File: src/rtl/led_breathe_pwm.sv
// led_breathe_pwm: turns rising edges of a slow divided clock into ticks that step a
// breathing duty cycle, which drives one LED through a glitch-free PWM at clk_in rate.
module led_breathe_pwm #(
  parameter int PWM_BITS   = 8,
  parameter int STEP       = 1,
  parameter int HOLD_TICKS = 16,
  parameter bit ACTIVE_LOW = 1'b1
) (
  input  logic                clk_in,
  input  logic                rst_n,
  input  logic                slow_clk,
  input  logic                enable,
  output logic                led_out,
  output logic [PWM_BITS-1:0] duty,
  output logic                tick_out
);
  localparam int HW = $clog2(HOLD_TICKS + 1);
  localparam logic [PWM_BITS-1:0] MAX = '1;
  localparam logic [PWM_BITS:0] STEP_W = (PWM_BITS + 1)'(STEP);
  localparam logic [HW-1:0] HOLD_LAST = HW'(HOLD_TICKS - 1);

  typedef enum logic [2:0] {IDLE, RISE, HOLD_HI, FALL, HOLD_LO} state_t;

  state_t state, state_n;
  logic s1, s2, s3, armed;
  logic [1:0] vld;
  logic [PWM_BITS-1:0] pwm_cnt, active_duty, duty_n;
  logic [PWM_BITS:0] sum;
  logic [HW-1:0] hold_cnt, hold_n;

  // armed blocks a false tick when slow_clk is already high as reset releases
  assign tick_out = s2 & ~s3 & armed;
  assign sum = {1'b0, duty} + STEP_W;

  always_ff @(posedge clk_in or negedge rst_n) begin
    if (!rst_n) begin
      s1          <= 1'b0;
      s2          <= 1'b0;
      s3          <= 1'b0;
      vld         <= '0;
      armed       <= 1'b0;
      pwm_cnt     <= '0;
      active_duty <= '0;
      led_out     <= ACTIVE_LOW;
      state       <= IDLE;
      duty        <= '0;
      hold_cnt    <= '0;
    end else begin
      s1          <= slow_clk;
      s2          <= s1;
      s3          <= s2;
      vld         <= {vld[0], 1'b1};
      armed       <= armed | (vld[1] & ~s2);
      pwm_cnt     <= pwm_cnt + 1'b1;
      active_duty <= (pwm_cnt == MAX) ? duty : active_duty;
      led_out     <= (pwm_cnt < active_duty) ^ ACTIVE_LOW;
      state       <= state_n;
      duty        <= duty_n;
      hold_cnt    <= hold_n;
    end
  end

  always_comb begin
    state_n = state;
    duty_n  = duty;
    hold_n  = hold_cnt;
    if (!enable) begin
      state_n = IDLE;
      duty_n  = '0;
    end else begin
      case (state)
        IDLE: begin
          duty_n  = '0;
          state_n = RISE;
        end
        RISE: if (tick_out) begin
          if (sum >= {1'b0, MAX}) begin
            duty_n  = MAX;
            hold_n  = '0;
            state_n = HOLD_HI;
          end else duty_n = sum[PWM_BITS-1:0];
        end
        HOLD_HI, HOLD_LO: if (tick_out) begin
          hold_n = hold_cnt + 1'b1;
          if (hold_cnt == HOLD_LAST) state_n = (state == HOLD_HI) ? FALL : RISE;
        end
        FALL: if (tick_out) begin
          if ({1'b0, duty} <= STEP_W) begin
            duty_n  = '0;
            hold_n  = '0;
            state_n = HOLD_LO;
          end else duty_n = duty - STEP_W[PWM_BITS-1:0];
        end
        default: state_n = IDLE;
      endcase
    end
  end
endmodule

File: config.mk
export PLATFORM = sky130hd
export DESIGN_NAME = led_breathe_pwm
export DESIGN_NICKNAME = d
export VERILOG_FILES = /design/src/rtl/led_breathe_pwm.sv
export SDC_FILE = /design/constraint.sdc
export NUM_CORES = 1
export LEC_CHECK = 0
export CAP_MARGIN = 20
export CORE_ASPECT_RATIO = 1.2
export CORE_UTILIZATION = 54
export CTS_CLUSTER_SIZE = 24
export DETAILED_ROUTE_END_ITERATION = 16
export PLACE_DENSITY = 0.85
export SLEW_MARGIN = 5
export SYNTH_ARGS = -nofsm -noshare
export SYNTH_HDL_FRONTEND = slang
export SYNTH_SLANG_ARGS = --single-unit
File: constraint.sdc
create_clock -name clk_in -period 3.79 [get_ports clk_in]
set_input_delay 0.758 -clock clk_in [delete_from_list [all_inputs] [get_ports clk_in]]
set_output_delay 0.758 -clock clk_in [all_outputs]
set_load 0.03 [all_outputs]
Word level (Yosys, flattened, before mapping)
Cells that the tools add are included. Widths: inputs -> output; s select.

Output and inout bits: 10. Input bits: 4. Flip-flop bits (word level): 39. Word-level logic and storage cells: 70.

Order comparisons: 3. Add/sub/neg operators: 4. Muxes and demuxes: 21. Bitwise logic cells: 7. Equal/unequal tests: 18. Reductions and logical operators: 6.

Operators by type and width (number): $mux 8 (5); $mux 5 (5); $pmux 8 s3 (1); $mux 3 (7); $ne 3x3->1 const B (6); $pmux 5 s3 (1); $pmux 3 s4 (1); $ne 2x2->1 const B (5); $add 8x1->9 const B (1); $ge 9x8->1 const B (1); $add 8x1->8 const B (1); $eq 8x8->1 const B (1); $le 8x1->1 const B (1); $lt 8x8->1 (1); $sub 8x1->8 const B (1); $reduce_and 7->1 (1); $eq 3x2->1 const B (2); $reduce_and 6->1 (1); $add 5x1->5 const B (1); $eq 5x4->1 const B (1); $ne 4x1->1 const B (1); $and 1x1->1 (3); $eq 3x1->1 const B (1); $eq 3x3->1 const B (1); 7 further kinds (9).

Logic depth before layout (Yosys ltp)
Gate-level depths: netlist (run 1).

Depth after elaboration: 6. Mapped depth: 9. Mapped depth without buffers: 8.

Least setup slack after synthesis (run 1)
No wires, ideal clock.

Kind: reg2reg. Start point: reg duty[0]. End point: reg hold_cnt[0]. Library setup time: 0.125 ns. Cell stages (with the launch flop): 9. Path slack: 1.325 ns. Clock period less this slack: 2.465 ns. Path buffers: 0. Data required time: 3.665 ns. Arrival time: 2.340 ns. Path through: dfrtp_1 > inv_1 > ha_1 > nor2b_1 > o211ai_1 > a211o_1 > o211ai_1 > nand4_4 > mux2_4.

Cells in the longest elaborated chain, start to end: 4. Elaborated cells on any way between the ends: 6. Those cells by class: add/sub (1); order compare (2); eq/ne (2); reduce/logical (1).

Ends and longest elaborated chain: start: declaration (line 14) `output logic [PWM_BITS-1:0] duty,`; start signal: assignment (line 58) `duty <= duty_n;`; $add 8x1->9 (line 33) `assign sum = {1'b0, duty} + STEP_W;`; $ge 9x8->1 (line 77) `if (sum >= {1'b0, MAX}) begin`; $ne 2x2->1 (no line); $reduce_and 7->1 (no line) *; end signal: assignment (line 59) `hold_cnt <= hold_n;`; end: declaration (line 29) `logic [HW-1:0] hold_cnt, hold_n;`.

Mark *: on every way between the ends. The rest lies on a longest branch, timed or not. A chain may end at the register's enable or synchronous reset.

Final worst setup path (run 1)
Start point: reg duty[4]. End point: reg hold_cnt[0].

The elaborated chain is that of the path after synthesis.

==> impl_metrics.env, run 1 <==
export IMPL_dp_hpwl_um=3458
export IMPL_drtPass1Iterations=4
export IMPL_fin_crit_ns=2.782
export IMPL_ios=14
export IMPL_dpl_cell_area_mm2=0.002530
export IMPL_clock_root_buffer="clkbuf_8"
export IMPL_wl_per_cell_um=15.04
export IMPL_p_leak_uw=0.001140
export IMPL_finalHoldViolations=0
export IMPL_yosysSeqAreaShare_pct=40.74
export IMPL_synth_edff_count=0
export IMPL_nets=284
export IMPL_cts_setup_buffers=0
export IMPL_critPathMaxFanout=12
export IMPL_ant_nets=0
export IMPL_grt_pass1_vias=1761
export IMPL_coreArea_mm2=0.004262
export IMPL_crit_path_start_kind="flop"
export IMPL_synthCells=260
export IMPL_cts_resized=0
export IMPL_maxSlewHeadroom_pct=42.45
export IMPL_grt_max_degree=40
export IMPL_remaining_drc_errors=0
export IMPL_diodes=0
export IMPL_die_width_um=62.84
export IMPL_via_per_inst=5.842
export IMPL_cts_buffer_depth=2
export IMPL_dieHeight_um=75.01
export IMPL_cp_end_kind="flop"
export IMPL_mostFrequentLayoutCells="dfrtp_1 (38), nand2_1 (20), inv_1 (19)"
export IMPL_drive_above_1_share_pct=6.367
export IMPL_setup_viol=0
export IMPL_area_delta_synth_final_pct=10.28
export IMPL_rows=26
export IMPL_ys_ff_latch=39
export IMPL_avgSynthCellArea_um2=9.225
export IMPL_skew_ns=0.009457
export IMPL_maxCapViolCount=0
export IMPL_num_vias=1887
export IMPL_synthArstFlopShare_pct=100.0
export IMPL_cp_arrival_ns=2.96
export IMPL_yosys_warnings=0
export IMPL_synth_cell_types=56
export IMPL_fmax_mhz=359.5
export IMPL_rsz0062_at_grt="no"
export IMPL_fin_area_mm2=0.002645
export IMPL_path_class="flop to flop"
export IMPL_cts_htree_levels=2
export IMPL_drv_slew=0
export IMPL_status="finished clean"
export IMPL_numCtsBuffers=5
export IMPL_dieArea_mm2=0.004713
export IMPL_ys_flop_type="dfrtp_1"
export IMPL_syn_area_mm2=0.002399
export IMPL_hold_buffers=0
export IMPL_overflow=0
export IMPL_ir_drop_v=0.0002215
export IMPL_start_util_pct=56.28
export IMPL_grt_use_total_pct=21.80
export IMPL_required_ns=3.97
export IMPL_first_iter_violations=197
export IMPL_port_buffers=13
export IMPL_antenna_found_initial=0
export IMPL_clock_sinks=39
export IMPL_wl_um=4857
export IMPL_clk_pin_slew_ns=0.09
export IMPL_hold_class="flop to flop"
export IMPL_place_congestion=0.9382
export IMPL_synth_fp_nets=278
export IMPL_cts_tree="yes"
export IMPL_period_share_pct=73.39
export IMPL_layout_commonest_cell="dfrtp_1"
export IMPL_clock_latency_ns=0.30
export IMPL_setup_tns_ns=0
export IMPL_power_density_mw_per_mm2=330.4
export IMPL_worst_slew_pin_slew_ns=0.8601
export IMPL_hold_slack_ns=0.3501
export IMPL_grt_pass1_wl_um=7935
layout make-up:
class / count / area, um2
Fill cell: 348 / 1617
Multi-Input combinational cell: 187 / 1279
Sequential cell: 39 / 977.2
Timing Repair Buffer: 14 / 132.6
Inverter: 19 / 71.32
Tap cell: 56 / 70.07
Clock buffer: 5 / 68.82
Clock inverter: 3 / 46.29
flip-flops by register name, summed over array words and instances, names as in the netlist:
| register | count |
|---|---|
| s3 | 1 |
| pwm_cnt | 8 |
| s1 | 1 |
| led_out | 1 |
| armed | 1 |
| duty | 8 |
| s2 | 1 |
| state | 3 |
| active_duty | 8 |
| vld | 2 |
| hold_cnt | 5 |
final timing paths:
check	cells after the start	startpoint	slack [ns]	to
max	5	duty[4]$_DFFE_PN0P_	1.01	hold_cnt[0]$_DFFE_PN0P_
min	0	vld[0]$_DFF_PN0_	0.35	vld[1]$_DFF_PN0_
max reg2reg	5	duty[4]$_DFFE_PN0P_	1.01	hold_cnt[0]$_DFFE_PN0P_
min reg2reg	0	vld[0]$_DFF_PN0_	0.35	vld[1]$_DFF_PN0_
max in group asynchronous	1	rst_n	2.71	active_duty[2]$_DFFE_PN0N_
min in group asynchronous	1	rst_n	0.55	duty[6]$_DFFE_PN0P_
worst max-delay path, stage by stage (launching register included):
cell and delay, ns:
dfrtp_1 0.49, or4_1 0.71, o41ai_4 0.69, o211a_4 0.30, nand4_4 0.14, mux2_4 0.33
synth_stat cells, types with 3 or more instances:
| master | n | share of area [%] |
|---|---|---|
| o21ai_0 | 12 | 2.5 |
| ha_1 | 14 | 7.3 |
| o21a_1 | 4 | 1.3 |
| nand3_1 | 11 | 2.3 |
| xor2_1 | 6 | 2.2 |
| nand2_1 | 20 | 3.1 |
| xnor2_1 | 5 | 1.8 |
| nor2_1 | 17 | 2.7 |
| o22ai_1 | 5 | 1.3 |
| inv_1 | 19 | 3.0 |
| buf_2 | 3 | 0.63 |
| nand2b_1 | 4 | 1.0 |
| dfrtp_1 | 38 | 40 |
| o211ai_1 | 3 | 0.94 |
| nor4_1 | 3 | 0.78 |
| o21ai_1 | 9 | 1.9 |
| nor3_1 | 8 | 1.7 |
| mux2i_1 | 3 | 1.3 |
| and3_1 | 6 | 1.6 |
| nor2b_1 | 4 | 1.0 |
| clkbuf_1 | 10 | 1.6 |
| a21oi_1 | 12 | 2.5 |
through the flow:
stage | setup slack (ns) | instances | power (uW) | utilization (%)
floorplan | 1.325 | 260 | 499.9 | -
global placement | 1.103 | 315 | 527.9 | 59.37
detailed placement | 1.039 | 315 | 529.3 | 59.37
CTS | 1.021 | 323 | 883.7 | 62.07
global route | 0.8473 | 323 | 911.1 | 62.07
finish | 1.008 | 323 | 873.9 | 62.07
layer usage:
| layer | part of all wire [%] | track usage [%] | up-vias | wire (um) |
|---|---|---|---|---|
| met1 | 44 | 26.69 | 903 | 2152 |
| met3 | 4.4 | 4.848 | 9 | 215 |
| li1 | - | - | 933 | - |
| met2 | 50 | 37.56 | 42 | 2416 |
| met5 | 0 | 0 | - | 0 |
| met4 | 1.5 | 9.302 | 0 | 73 |
where the power goes:
part	internal, uW	switching, uW
combinational	32.1	51.0
clock	198	154
sequential	426	11.8
total	657	217
cells by family (layout without fill, tap and decap cells):
family / after synthesis / count (layout) / share of synthesized area [%]
and+or+nand+nor: 84 / 84 / 18.21
AOI/OAI and AO/OA: 70 / 70 / 20.24
muxes: 6 / 6 / 2.973
xor gates and xnor gates: 11 / 11 / 4.017
adders and majority gates: 15 / 15 / 7.720
other: 1 / 1 / 0.1563
DFF: 39 / 39 / 40.74
buffers and inverters: 34 / 41 / 5.947
Power figures use the tool's default switching activity.
==> inputs of run 2 (changes only) <==
Clock period 3.79 ns to 2.8 ns, I/O delays scaled along.
==> run 2 against run 1 <==
  * Total power rose by 36%
  * Flip-flop and latch count did not move
  * Routed wire length rose by 0.31%
  * Sequential share of layout area fell by 0.64 points
  * Combinational power rose by 37%
  * Sequential power rose by 35%
  * Maximum frequency rose by 13%
  * Final area rose by 1.8%
  * Worst hold slack improved by 0.0029 ns
  * Core utilization rose by 1.1 points
  * Clock skew rose by 0.0036 ns
  * Count of clock-buffer cells in the layout did not move
  * Largest cell class unchanged
  * Highest routed layer unchanged
==> impl_metrics.env, run 2 (same netlist as run 1, synthesis figures left out) <==
export IMPL_overflow=0
export IMPL_area_delta_synth_final_pct=12.21
export IMPL_dp_hpwl_um=3471
export IMPL_coreArea_mm2=0.004262
export IMPL_rr_worst_depth=8
export IMPL_remaining_drc_errors=0
export IMPL_diodes=0
export IMPL_nets=290
export IMPL_maxCapViolCount=0
export IMPL_clock_latency_ns=0.30
export IMPL_rsz0062_at_grt="no"
export IMPL_r2r_start="duty[1]$_DFFE_PN0P_"
export IMPL_ant_nets=0
export IMPL_grt_pass1_vias=1885
export IMPL_wl_per_cell_um=14.81
export IMPL_fmax_mhz=406.0
export IMPL_cts_buffer_depth=2
export IMPL_status="finished clean"
export IMPL_total_power_uw=1192
export IMPL_hold_buffers=0
export IMPL_drtPass1Iterations=4
export IMPL_required_ns=2.99
export IMPL_dieHeight_um=75.01
export IMPL_worst_slew_pin_slew_ns=0.8470
export IMPL_cp_arrival_ns=2.65
export IMPL_start_util_pct=56.28
export IMPL_mostFrequentLayoutCells="dfrtp_1 (38), nand2_1 (20), inv_1 (19)"
export IMPL_setup_ws_ns=0.3368
export IMPL_power_density_mw_per_mm2=442.9
export IMPL_grt_use_total_pct=22.53
export IMPL_skew_ns=0.01308
export IMPL_crit_path_start_kind="flop"
export IMPL_hold_class="primary input to asynchronous set/reset pin"
export IMPL_maxSlewHeadroom_pct=43.54
export IMPL_numCtsBuffers=5
export IMPL_clk_pin_slew_ns=0.09
export IMPL_cp_end_kind="flop"
export IMPL_antenna_found_initial=0
export IMPL_first_iter_violations=197
export IMPL_via_per_inst=5.842
export IMPL_pre_cts_slack_ns=0.3570
export IMPL_period_share_pct=87.97
export IMPL_grt_pass1_wl_um=8314
export IMPL_dieArea_mm2=0.004713
export IMPL_fin_crit_ns=2.463
export IMPL_fin_area_mm2=0.002691
export IMPL_clock_sinks=39
export IMPL_ir_drop_v=0.0004105
export IMPL_drive_above_1_share_pct=8.425
export IMPL_setup_tns_ns=0
export IMPL_cts_resized=0
export IMPL_clock_root_buffer="clkbuf_8"
export IMPL_num_vias=1922
export IMPL_setup_viol=0
export IMPL_regToRegEndpoint="hold_cnt[0]$_DFFE_PN0P_"
export IMPL_ios=14
export IMPL_wl_um=4872
export IMPL_path_class="flop to flop"
export IMPL_cts_setup_buffers=0
export IMPL_layout_commonest_cell="dfrtp_1"
export IMPL_drv_slew=0
export IMPL_finalHoldViolations=0
export IMPL_critPathMaxFanout=8
export IMPL_cts_tree="yes"
export IMPL_dpl_cell_area_mm2=0.002575
export IMPL_die_width_um=62.84
export IMPL_reg_top3="active_duty: 8 flops, duty: 8 flops, pwm_cnt: 8 flops"
export IMPL_port_buffers=13
export IMPL_grt_max_degree=40
export IMPL_rows=26
export IMPL_cts_htree_levels=2
export IMPL_p_leak_uw=0.001175
export IMPL_r2r_setup_slack_ns=0.34
export IMPL_place_congestion=0.9392
-- run 2: cell types whose count changed in the layout (fill, tap and decap cells not counted), sizes merged --
cell,change
clkinvlp,-1
buf,+6
clkinv,+1
-- run 2: cell type report --
type,instances,area (um2)
fill,358,1570
multi-input combinational,187,1279
sequential,39,977.2
timing repair buffer,20,177.7
inverter,19,71.32
tap,56,70.07
clock buffer,5,68.82
clock inverter,3,47.55
-- run 2: worst max-delay path by stage --
stage / from / end / slack (ns) / cells past startpoint
6_report: duty[1]$_DFFE_PN0P_ / hold_cnt[0]$_DFFE_PN0P_ / 0.34 / 8
5_1_grt: duty[0]$_DFFE_PN0P_ / hold_cnt[2]$_DFFE_PN0P_ / 0.16 / 8
4_1_cts: duty[1]$_DFFE_PN0P_ / hold_cnt[4]$_DFFE_PN0P_ / 0.35 / 8
3_5_place_dp: duty[0]$_DFFE_PN0P_ / hold_cnt[4]$_DFFE_PN0P_ / 0.36 / 8
3_3_place_gp: duty[0]$_DFFE_PN0P_ / hold_cnt[4]$_DFFE_PN0P_ / 0.39 / 8
2_1_floorplan: duty[0]$_DFFE_PN0P_ / hold_cnt[0]$_DFFE_PN0P_ / 0.33 / 8
-- run 2: power breakdown --
part | leakage, uW | switching [uW] | total [uW] | internal, uW
clock | 0.0000587 | 216 | 486 | 270
combinational | 0.000611 | 69.7 | 114 | 44.5
sequential | 0.000505 | 14.3 | 592 | 577
total | 0.00118 | 300 | 1190 | 892
-- run 2: worst max-delay path: stages (launching register included) --
cell and delay [ns]:
dfrtp_1 0.49, inv_1 0.14, ha_1 0.33, nor2b_1 0.14
o211ai_1 0.09, a211o_1 0.26, o211ai_1 0.37, nand4_4 0.19
mux2_4 0.33
-- run 2: through the flow --
stage,hold slack (ns),util [%],instances
floorplan,0.2644,-,260
global placement,0.3315,60.42,321
detailed placement,0.3365,60.42,321
CTS,0.3558,63.15,329
global route,0.3636,63.15,329
finish,0.3530,63.15,329
-- run 2: routing by layer --
| layer | track usage, % | wire length [um] | vias up |
|---|---|---|---|
| li1 | - | - | 942 |
| met1 | 28.34 | 2150 | 919 |
| met2 | 39.13 | 2483 | 52 |
| met3 | 2.879 | 171 | 9 |
| met4 | 10.59 | 66 | 0 |
| met5 | 0 | 0 | - |
==> inputs of run 3 (changes only) <==
Settings changed: CTS_CLUSTER_SIZE 24 to 25, SKIP_CTS_REPAIR_TIMING from default to 1.
==> results of run 3 <==
The final DEF is identical to that of run 2; final timing and power are the same.
